[config.mk]
export PLATFORM = sky130hd
export DESIGN_NAME = freq_tick_monitor
export DESIGN_NICKNAME = d
export VERILOG_FILES = /design/src/rtl/freq_tick_monitor.sv
export SDC_FILE = /design/constraint.sdc
export NUM_CORES = 1
export LEC_CHECK = 0
export ABC_CLOCK_PERIOD_IN_PS = 2440
export CORE_UTILIZATION = 40
export DETAILED_ROUTE_END_ITERATION = 6
export GPL_TIMING_DRIVEN = 0
export PLACE_DENSITY_LB_ADDON = 0.1
export SYNTH_ARGS = -nofsm -noshare
export SYNTH_HDL_FRONTEND = slang
export SYNTH_SLANG_ARGS = --single-unit
[constraint.sdc]
create_clock -name CLK -period 2.44 [get_ports CLK]
set_input_delay 0.366 -clock CLK [delete_from_list [all_inputs] [get_ports CLK]]
set_output_delay 0.366 -clock CLK [all_outputs]
set_load 0.01 [all_outputs]
[src/rtl/freq_tick_monitor.sv]
// freq_tick_monitor
//   Receives the divider's slow output in the CLK domain. It synchronises
//   DIV_IN and emits a one-cycle TICK per rising edge. It measures the period
//   between ticks and declares lock after LOCK_COUNT consecutive periods of
//   EXP_PERIOD. It also flags a period mismatch after lock and a stalled
//   divider (counter saturation).
//
//   Optional build macro MONITOR_DUTY_EN adds HIGH_TIME / DUTY_ERR
//   (high-phase measurement and duty-cycle check while locked).
//
// Ports:
//   CLK          system clock, all state on rising edge
//   RST          asynchronous active-high reset
//   DIV_IN       divided clock, treated as asynchronous data
//   TICK         one-CLK pulse per synchronised rising edge of DIV_IN
//   PERIOD       last measured period in CLK cycles
//   PERIOD_VALID one-cycle pulse when PERIOD updates
//   LOCKED       period stable at EXP_PERIOD
//   ERR          sticky: mismatch while locked or counter overflow
//   OVF          sticky: period counter saturated
//   HIGH_TIME    (MONITOR_DUTY_EN) high cycles of the last completed period
//   DUTY_ERR     (MONITOR_DUTY_EN) sticky: high time off by >1 while locked
module freq_tick_monitor #(
  parameter int unsigned CNT_W       = 8,
  parameter int unsigned EXP_PERIOD  = 28,
  parameter int unsigned LOCK_COUNT  = 4,
  parameter int unsigned SYNC_STAGES = 2
) (
  input  logic             CLK,
  input  logic             RST,
  input  logic             DIV_IN,
  output logic             TICK,
  output logic [CNT_W-1:0] PERIOD,
  output logic             PERIOD_VALID,
  output logic             LOCKED,
  output logic             ERR,
  output logic             OVF
`ifdef MONITOR_DUTY_EN
  ,
  output logic [CNT_W-1:0] HIGH_TIME,
  output logic             DUTY_ERR
`endif
);

  localparam logic [CNT_W-1:0] CNT_ONE = CNT_W'(1);
  localparam logic [CNT_W-1:0] CNT_MAX = '1;
  localparam logic [CNT_W-1:0] CNT_PRE = CNT_MAX - CNT_ONE;
  localparam logic [CNT_W-1:0] EXP_VAL = CNT_W'(EXP_PERIOD);
  localparam logic [3:0]       LCK_VAL = 4'(LOCK_COUNT);

  typedef enum logic [1:0] {
    SEEK,
    ACQUIRE,
    LOCK,
    FAULT
  } state_t;

  state_t               state_q, state_d;
  logic [SYNC_STAGES-1:0] sync_q;
  logic                 prev_q;
  logic                 sync_out;
  logic                 rise;
  logic [CNT_W-1:0]     cnt_q;
  logic [3:0]           mc_q, mc_d;
  logic [3:0]           mc_inc;
  logic                 match;
  logic                 sat_hit;
  logic                 upd;
  logic                 locked_d;
  logic                 err_set;
  logic                 ovf_set;

  // Synchroniser chain followed by an edge-detect flop.
  always_ff @(posedge CLK or posedge RST) begin
    if (RST) begin
      sync_q <= '0;
      prev_q <= 1'b0;
    end else begin
      sync_q <= {sync_q[SYNC_STAGES-2:0], DIV_IN};
      prev_q <= sync_out;
    end
  end

  assign sync_out = sync_q[SYNC_STAGES-1];
  assign rise     = sync_out & ~prev_q;

  // TICK is registered, so it lands SYNC_STAGES+1 edges after DIV_IN is
  // first sampled high.
  always_ff @(posedge CLK or posedge RST) begin
    if (RST) begin
      TICK <= 1'b0;
    end else begin
      TICK <= rise;
    end
  end

  // Period counter: restarts at 1 on a tick, so its value during the next
  // tick is the number of cycles between the two ticks. Saturates.
  always_ff @(posedge CLK or posedge RST) begin
    if (RST) begin
      cnt_q <= '0;
    end else if (TICK) begin
      cnt_q <= CNT_ONE;
    end else if (cnt_q != CNT_MAX) begin
      cnt_q <= cnt_q + CNT_ONE;
    end
  end

  assign match   = (cnt_q == EXP_VAL);
  assign mc_inc  = mc_q + 4'd1;
  // Saturation is flagged on the edge that would take cnt to its maximum.
  // A tick on that same cycle restarts the counter instead and wins.
  assign sat_hit = ~TICK & (cnt_q == CNT_PRE);

  always_ff @(posedge CLK or posedge RST) begin
    if (RST) begin
      state_q <= SEEK;
      mc_q    <= '0;
    end else begin
      state_q <= state_d;
      mc_q    <= mc_d;
    end
  end

  always_comb begin
    state_d  = state_q;
    mc_d     = mc_q;
    upd      = 1'b0;
    locked_d = LOCKED;
    err_set  = 1'b0;
    ovf_set  = 1'b0;
    case (state_q)
      SEEK: begin
        if (TICK) begin
          state_d = ACQUIRE;
        end
      end
      ACQUIRE, FAULT: begin
        if (TICK) begin
          upd = 1'b1;
          if (match) begin
            if (mc_inc == LCK_VAL) begin
              state_d  = LOCK;
              mc_d     = '0;
              locked_d = 1'b1;
            end else begin
              mc_d = mc_inc;
            end
          end else begin
            mc_d = '0;
          end
        end else if (sat_hit) begin
          ovf_set = 1'b1;
        end
      end
      LOCK: begin
        if (TICK) begin
          upd = 1'b1;
          if (!match) begin
            state_d  = FAULT;
            mc_d     = '0;
            locked_d = 1'b0;
            err_set  = 1'b1;
          end
        end else if (sat_hit) begin
          ovf_set  = 1'b1;
          state_d  = FAULT;
          mc_d     = '0;
          locked_d = 1'b0;
        end
      end
      default: begin
        state_d = SEEK;
        mc_d    = '0;
      end
    endcase
  end

  always_ff @(posedge CLK or posedge RST) begin
    if (RST) begin
      PERIOD       <= '0;
      PERIOD_VALID <= 1'b0;
      LOCKED       <= 1'b0;
      ERR          <= 1'b0;
      OVF          <= 1'b0;
    end else begin
      PERIOD_VALID <= upd;
      if (upd) begin
        PERIOD <= cnt_q;
      end
      LOCKED <= locked_d;
      if (err_set || ovf_set) begin
        ERR <= 1'b1;
      end
      if (ovf_set) begin
        OVF <= 1'b1;
      end
    end
  end

`ifdef MONITOR_DUTY_EN
  localparam logic [CNT_W-1:0] HALF_VAL = CNT_W'(EXP_PERIOD / 2);

  logic             fall;
  logic [CNT_W-1:0] hcnt_q;
  logic [CNT_W-1:0] dev;

  assign fall = ~sync_out & prev_q;
  assign dev  = (hcnt_q > HALF_VAL) ? (hcnt_q - HALF_VAL) : (HALF_VAL - hcnt_q);

  // High-phase counter: restarts on the rising edge, captured on the fall.
  always_ff @(posedge CLK or posedge RST) begin
    if (RST) begin
      hcnt_q    <= '0;
      HIGH_TIME <= '0;
      DUTY_ERR  <= 1'b0;
    end else begin
      if (rise) begin
        hcnt_q <= CNT_ONE;
      end else if (sync_out && (hcnt_q != CNT_MAX)) begin
        hcnt_q <= hcnt_q + CNT_ONE;
      end
      if (fall) begin
        HIGH_TIME <= hcnt_q;
        if ((state_q == LOCK) && (dev > CNT_ONE)) begin
          DUTY_ERR <= 1'b1;
        end
      end
    end
  end
`endif

endmodule

# [Word-level counts from Yosys, hierarchy flattened]
# Index checks and enable logic that the tools add are counted.
[word_totals] out_inout_bits=13 register_bits=30 wordCells=71 latch_bits=0 ram_bits=0 memories=0 romBits=0
[op_classes] n_div=0 addsub=2 n_mul=0 eq_ne=13 bitwise=4 n_lt_le_gt_ge=0 muxes=32 shift=0 n_reduce_logical=9
[op_table] op="$mux 4" count=6
[op_table] op="$mux 8" count=2
[op_table] op="$mux 1" count=14
[op_table] op="$mux 2" count=7
[op_table] op="$reduce_and 6->1" count=2
[op_table] op="$add 8x1->8 const B" count=1
[op_table] op="$eq 8x5->1 const B" count=1
[op_table] op="$eq 8x8->1 const B" count=1
[op_table] op="$ne 2x2->1 const B" count=4
[op_table] op="$ne 8x8->1 const B" count=1
[op_table] op="$pmux 4 s2" count=1
[op_table] op="$ne 3x3->1 const B" count=2
[op_table] op="$pmux 2 s3" count=1
[op_table] op="$add 4x1->4 const B" count=1
[op_table] op="$eq 2x2->1 const B" count=2
[op_table] op="$eq 4x3->1 const B" count=1
[op_table] op="$reduce_and 4->1" count=1
[op_table] op="$reduce_bool 2->1" count=2
[op_table] op="$reduce_or 3->1" count=1
[op_table] op="$and 1x1->1" count=2
[op_table] op="$eq 2x1->1 const B" count=1
[op_table] op="$logic_not 2->1" count=1
[op_table] op="$not 1->1" count=2
[op_table] op="$pmux 1 s2" count=1
[op_table] op="2 further kinds" count=2

# [Logic depth before layout (Yosys ltp)]
# Gate-level depths: netlist of the first run.
[logic_depth] depth_word=6 depth_mapped=7 ltp_nobuf=7

# [Worst setup path after synthesis of the first run]
# No wires, ideal clock.
[synth_path] path_type="flip-flop to flip-flop" from="register cnt_q[0]" to="register mc_q[2]" arrival_ps=1464 setup_ps=126 path_stages_with_launch=8 t_required_ps=2314 period_less_slack_ps=1590 path_buffers=0 path_slack_ps=850 cell_sequence="dfrtp_1 -> inv_1 -> ha_1 -> nor4b_2 -> nand2_1 -> a32oi_2 -> and2_4 -> o21ai_1"
[synth_between] elab_chain_cells=4 word_cells_on_any_way=9 cone_classes="4 x eq/ne; 3 x mux; 1 x bitwise; 1 x reduce/logical"
[synth_rtl] element="from (decl)" line="63" source="logic [CNT_W-1:0] cnt_q;"
[synth_rtl] element="from (signal assigned)" line="105" source="cnt_q <= cnt_q + CNT_ONE;"
[synth_rtl] element="$eq 8x8->1 / $eq 8x5->1 (equally long branches)" line="113, 109"
[synth_rtl] element="$and 1x1->1 / $mux 4 (equally long branches)" line="113, 141"
[synth_rtl] element="$ne 3x3->1 (no line) / $mux 4 (equally long branches)"
[synth_rtl] element="$reduce_and 4->1 (no line) / $pmux 4 s2 (equally long branches)"
[synth_rtl] element="to (signal assigned)" line="121" source="mc_q <= mc_d;"
[synth_rtl] element="to (decl)" line="64" source="logic [3:0] mc_q, mc_d;"
# Parallel ways exist; a longest one is shown, timed or not. The select of a mux whose other input is x is not followed.
# A chain may end at the register's enable or synchronous reset.

# [Worst setup path after layout of the first run]
[layout_path] from="register cnt_q[0]" to="register mc_q[0]"
# Same word-level chain as after synthesis.

==> impl_metrics.json, run 1 <==
{
  "status": "complete, no violations",
  "post-cts-setup-buffers": 0,
  "die_y_um": 61.8,
  "num_rows": 21,
  "met2_length_um": 1210,
  "synthTopCellsByCount": "dfrtp_1 (30), nand2_1 (13), nor2_1 (10)",
  "drive_above_1_share": 0.138,
  "cts_resized": 0,
  "drc_errors": 0,
  "vias": 1064,
  "clkTransAtPathRegs_ns": 0.11,
  "cp_slowest_cell": "dfrtp_1",
  "synth_edf_count": 0,
  "syn_to_final_growth_pct": 19.0,
  "drtIter0Drc": 37,
  "drtPass1Iterations": 4,
  "path_cells": "inv_1 > ha_1 > nor4b_2 > nand2_1 > a32oi_2 > and2_4 > a32o_1",
  "stdcell_area_um2": 1700,
  "period_share": 0.764,
  "setup_viol": 0,
  "cpPeakStageDelay_ns": 0.46,
  "antenna_left": 0,
  "drv_cap": 0,
  "instances_no_fill": 206,
  "dp_hpwl_um": 1800,
  "relSlewSlack": 0.248,
  "hold_viol": 0,
  "pin_count": 16,
  "min_path_cells": 0,
  "clk_latency_ns": 0.33,
  "routedWlPerCell_um": 12.5,
  "grt_pass1_wl_um": 4450,
  "crit-reg2reg-launch": "cnt_q[0]$_DFFE_PP0P_",
  "place_ws_ns": 0.581,
  "startpoint_type": "register",
  "yosysMostFrequentCell": "dfrtp_1",
  "r2r_cells": 7,
  "r2r_slack_ns": 0.57,
  "cp_top_family": "simple AND/OR/NAND/NOR gates",
  "r2r_end": "mc_q[0]$_DFFE_PP0P_",
  "ys_types": 39,
  "rsz0062_at_grt": "no",
  "cp_num_buf_inv": 1,
  "cts_num_sinks": 30,
  "post-route-min-period_ns": 1.87,
  "hp-class": "reg -> reg",
  "yosysWarnings": 0,
  "wl_met1_um": 1250,
  "cts_buffer_depth": 2,
  "cts_hold_buf": 0,
  "finClkSkew_ns": 0.0171,
  "synthTopCellsByArea": "dfrtp_1 (53%), mux2_2 (4.7%), ha_1 (4.4%)",
  "htree_levels": 2,
  "syn_inst": 137,
  "routed_wl_um": 2570,
  "die_area_um2": 3810,
  "synth-main-ff-cell": "dfrtp_1",
  "final_util": 0.502,
  "grt_util_all_layers": 0.163,
  "clock-root-buffer": "clkbuf_4",
  "holdPathEnd": "sync_q[1]$_DFF_PP0_",
  "core_um2": 3390,
  "yosysTopAreaCell": "dfrtp_1",
  "cp_max_fo": 6,
  "n_antenna_cell": 0,
  "syn-cell-area_um2": 1430,
  "grt_pass1_vias": 970,
  "cp.required_ns": 2.72,
  "ir_drop_v": 0.000304,
  "dp_cells": 198,
  "cts_buffers": 5,
  "met3_length_um": 82,
  "port-buffer-count": 15,
  "grt_start_max_net_pins": 31,
  "cts_tree": "yes",
  "gp_congestion": 0.773,
  "worstSetupPathType": "reg -> reg",
  "p_per_area_nw_per_um2": 668,
  "die_w_um": 61.8,
  "arrival_ns": 2.14,
  "synth.avg_cell_area_um2": 10.4,
  "vias_per_cell": 5.17,
  "hp-start": "sync_q[0]$_DFF_PP0_",
  "setup.worst_path.end_class": "register",
  "p_leak_nw": 0.739,
  "tns_ns": 0,
  "synth_seq_cells": 30,
  "syn_nets": 145,
  "report.final.slew_viol_count": 0,
  "fmax_mhz": 536,
  "ys_seq_area_frac": 0.525,
  "synth.top_cell.area_share": 0.525,
  "synth-async-reset-ratio": 1.00,
  "initial_core_util": 0.422,
  "setup_slack_ns": 0.575,
  "placed_cell_area_um2": 1640,
  "highest_layer": "met4",
  "nets": 167,
  "gr-total-overflow": 0,
  "antenna_found_initial": 0,
  "worst_slew_pin_slew_ns": 1.13
}
[power breakdown]
part	total [W]	internal, W	switching [W]
Combinational	0.000210	0.000111	0.0000985
Sequential	0.000614	0.000558	0.0000555
Clock	0.000312	0.000138	0.000174
[worst max path at each step]
stage | end | slack (ns) | cells after the start | start
finish | mc_q[0]$_DFFE_PP0P_ | 0.57 | 7 | cnt_q[0]$_DFFE_PP0P_
global route | mc_q[0]$_DFFE_PP0P_ | 0.41 | 7 | cnt_q[0]$_DFFE_PP0P_
CTS | mc_q[0]$_DFFE_PP0P_ | 0.55 | 7 | cnt_q[0]$_DFFE_PP0P_
detailed placement | mc_q[2]$_DFFE_PP0P_ | 0.58 | 7 | cnt_q[0]$_DFFE_PP0P_
global placement | mc_q[2]$_DFFE_PP0P_ | 0.62 | 7 | cnt_q[0]$_DFFE_PP0P_
floorplan | mc_q[2]$_DFFE_PP0P_ | 0.85 | 7 | cnt_q[0]$_DFFE_PP0P_
[per-stage QoR]
stage	total power (W)	hold slack [ns]
after floorplan	0.000737	0.331
after global placement	0.000830	0.334
after detailed placement	0.000837	0.351
after CTS	0.00116	0.374
after global routing	0.00122	0.392
final	0.00114	0.372
[cell usage in the layout (no fill, tap or decap), types with 4 or more instances in the layout]
cell type        count
dfrtp_1             30
clkdlybuf4s50_1     15
nand2_1             13
nor2_1              10
o21ai_0              8
nand3_1              8
inv_1                7
a21oi_1              7
mux2_2               6
ha_1                 5
clkbuf_4             5
a31oi_1              4
[routing by layer]
| layer | vias up | global-route usage |
|---|---|---|
| met5 | - | 0 |
| met4 | 0 | 0.0571 |
| met3 | 4 | 0.0497 |
| met2 | 22 | 0.250 |
| met1 | 508 | 0.220 |
| li1 | 530 | - |
[cell families (layout without fill, tap and decap cells)]
kind of cell | Yosys count | in the layout | synth area share
buf+inv | 12 | 35 | 0.0350
xor+xnor | 3 | 3 | 0.0184
flops | 30 | 30 | 0.525
simple gates | 49 | 49 | 0.183
fa+ha+maj | 5 | 5 | 0.0438
compound gates | 32 | 32 | 0.147
mux | 6 | 6 | 0.0473
[flip-flops by register name (all words and copies together) (netlist names)]
register and count:
state_q 2, PERIOD 8, PERIOD_VALID 1, LOCKED 1
cnt_q 8, OVF 1, ERR 1, mc_q 4
prev_q 1, TICK 1, sync_q 2
[cell type report]
type | count | area [um2]
buffer | 5 | 23.8
clock buffer | 6 | 51.3
tap | 46 | 57.6
sequential | 30 | 751
fill | 318 | 1690
multi-input combinational | 95 | 628
clock inverter | 2 | 12.5
timing repair buffer | 15 | 150
inverter | 7 | 26.3
Power figures use the tool's default switching activity.
==> run 2: changes to the inputs <==
--- a/config.mk
+++ b/config.mk
@@ -5,7 +5,7 @@
 export SDC_FILE = /design/constraint.sdc
 export NUM_CORES = 1
 export LEC_CHECK = 0
-export ABC_CLOCK_PERIOD_IN_PS = 2440
+export ABC_CLOCK_PERIOD_IN_PS = 1700
 export CORE_UTILIZATION = 40
 export DETAILED_ROUTE_END_ITERATION = 6
 export GPL_TIMING_DRIVEN = 0
==> constraint.sdc (replaced) <==
create_clock -name CLK -period 1.7 [get_ports CLK]
set_input_delay 0.255 -clock CLK [delete_from_list [all_inputs] [get_ports CLK]]
set_output_delay 0.255 -clock CLK [all_outputs]
set_load 0.01 [all_outputs]
==> run 2 against run 1 <==
  * Clock power grew 44%
  * Non-clock buffer count up 7
  * Die area unchanged
  * Total power is 50% higher
  * Clock-buffer cell count unchanged
==> impl_metrics.json, run 2 (same netlist as run 1, synthesis figures left out) <==
{
  "core_um2": 3390,
  "drtPass1Iterations": 4,
  "vias_per_cell": 5.21,
  "cts_hold_buf": 0,
  "num_rows": 21,
  "worst_slew_pin_slew_ns": 1.13,
  "setup_viol": 0,
  "pin_count": 16,
  "final_common_cell": "dfrtp_1",
  "initial_core_util": 0.422,
  "cts_buffers": 5,
  "clkTransAtPathRegs_ns": 0.11,
  "drtIter0Drc": 33,
  "drv_cap": 0,
  "arrival_ns": 1.93,
  "report.final.slew_viol_count": 0,
  "hold_viol": 0,
  "setup.worst_path.end_class": "register",
  "cts_num_sinks": 30,
  "r2r_slack_ns": 0.04,
  "instances_no_fill": 213,
  "fmax_mhz": 604,
  "gr-total-overflow": 0,
  "routedWlPerCell_um": 12.7,
  "routed_wl_um": 2700,
  "drc_errors": 0,
  "port-buffer-count": 15,
  "ir_drop_v": 0.000438,
  "die_w_um": 61.8,
  "placed_cell_area_um2": 1640,
  "cts_tree": "yes",
  "die_area_um2": 3810,
  "drive_above_1_share": 0.246,
  "cp_max_fo": 5,
  "grt_pass1_wl_um": 4550,
  "nets": 174,
  "final_cell_mix": "dfrtp_1 (27), clkdlybuf4s50_1 (15), nand2_1 (12)",
  "cp.required_ns": 1.98,
  "vias": 1109,
  "post-route-min-period_ns": 1.66,
  "top_regs": "PERIOD x8, cnt_q x8, mc_q x4",
  "grt_util_all_layers": 0.167,
  "p_per_area_nw_per_um2": 944,
  "dp_cells": 198,
  "antenna_found_initial": 0,
  "p_leak_nw": 0.776,
  "dp_hpwl_um": 1800,
  "n_antenna_cell": 0,
  "syn_to_final_growth_pct": 26.0,
  "stdcell_area_um2": 1800,
  "worstSetupPathType": "reg -> reg",
  "status": "complete, no violations",
  "relSlewSlack": 0.247,
  "setup_slack_ns": 0.0441,
  "die_y_um": 61.8,
  "antenna_left": 0,
  "whs_ns": 0.355,
  "grt_start_max_net_pins": 31,
  "cts_buffer_depth": 2,
  "clk_latency_ns": 0.33,
  "hp-class": "in -> reg",
  "place_ws_ns": -0.159,
  "report.power.total_w": 0.00170,
  "grt_pass1_vias": 1006,
  "finClkSkew_ns": 0.0163,
  "rsz0062_at_grt": "yes",
  "htree_levels": 2,
  "period_share": 0.974,
  "startpoint_type": "register",
  "clock-root-buffer": "clkbuf_4",
  "gp_congestion": 0.773
}
[run 2: changes by cell type in the layout (fill, tap and decap cells not counted), moves of 2 or more]
| cell | change |
|---|---|
| buf_4 | +8 |
| dfrtp_1 | -3 |
| dfrtp_2 | +3 |
| inv_1 | -2 |
| inv_2 | +2 |
[run 2: through the flow]
stage               TNS, ns   util
finish                    0  0.531
global route         -0.200  0.531
CTS                       0  0.512
detailed placement   -0.492  0.483
global placement     -0.327  0.483
floorplan                 0      -
[run 2: power by group]
part	total (W)	switching [W]	internal [W]
clock	0.000449	0.000251	0.000199
sequential	0.000873	0.0000708	0.000802
combinational	0.000377	0.000171	0.000206
[run 2: final timing paths]
check,startpoint,end,cells after the start
setup / recovery,cnt_q[0]$_DFFE_PP0P_,mc_q[0]$_DFFE_PP0P_,7
hold / removal,DIV_IN,sync_q[0]$_DFF_PP0_,1
setup reg to reg,cnt_q[0]$_DFFE_PP0P_,mc_q[0]$_DFFE_PP0P_,7
hold reg to reg,sync_q[0]$_DFF_PP0_,sync_q[1]$_DFF_PP0_,0
max in group asynchronous,RST,cnt_q[5]$_DFFE_PP0P_,2
min in group asynchronous,RST,cnt_q[6]$_DFFE_PP0P_,2
[run 2: area by class of cell]
type | count | area [um2]
Multi-Input combinational cell | 95 | 668
Timing Repair Buffer | 23 | 210
Inverter | 7 | 26.3
Tap cell | 46 | 57.6
Fill cell | 308 | 1590
Sequential cell | 30 | 754
Clock buffer | 6 | 51.3
Clock inverter | 2 | 12.5
Buffer | 4 | 20.0
[run 2: what timing repair did]
| item | in CTS | in global routing |
|---|---|---|
| gates resized for setup | 2 | 12 |
| setup endpoints to repair | 5 | 15 |
| pin swaps | 1 | 3 |
| buffers inserted | 3 | 5 |
[run 2: critical path, stage by stage (launching register included)]
cell and delay [ns]:
dfrtp_1 0.41, inv_2 0.09, ha_4 0.12, nor4b_4 0.22, nand2_2 0.14, a32oi_2 0.29
and2_4 0.21, a32o_1 0.12
[run 2: per-layer routing]
layer | routed length [um] | vias to the layer above | track usage
met3 | 112 | 4 | 0.0497
li1 | - | 545 | -
met2 | 1300 | 31 | 0.263
met5 | 0 | - | 0
met1 | 1250 | 529 | 0.220
met4 | 31 | 0 | 0.0571
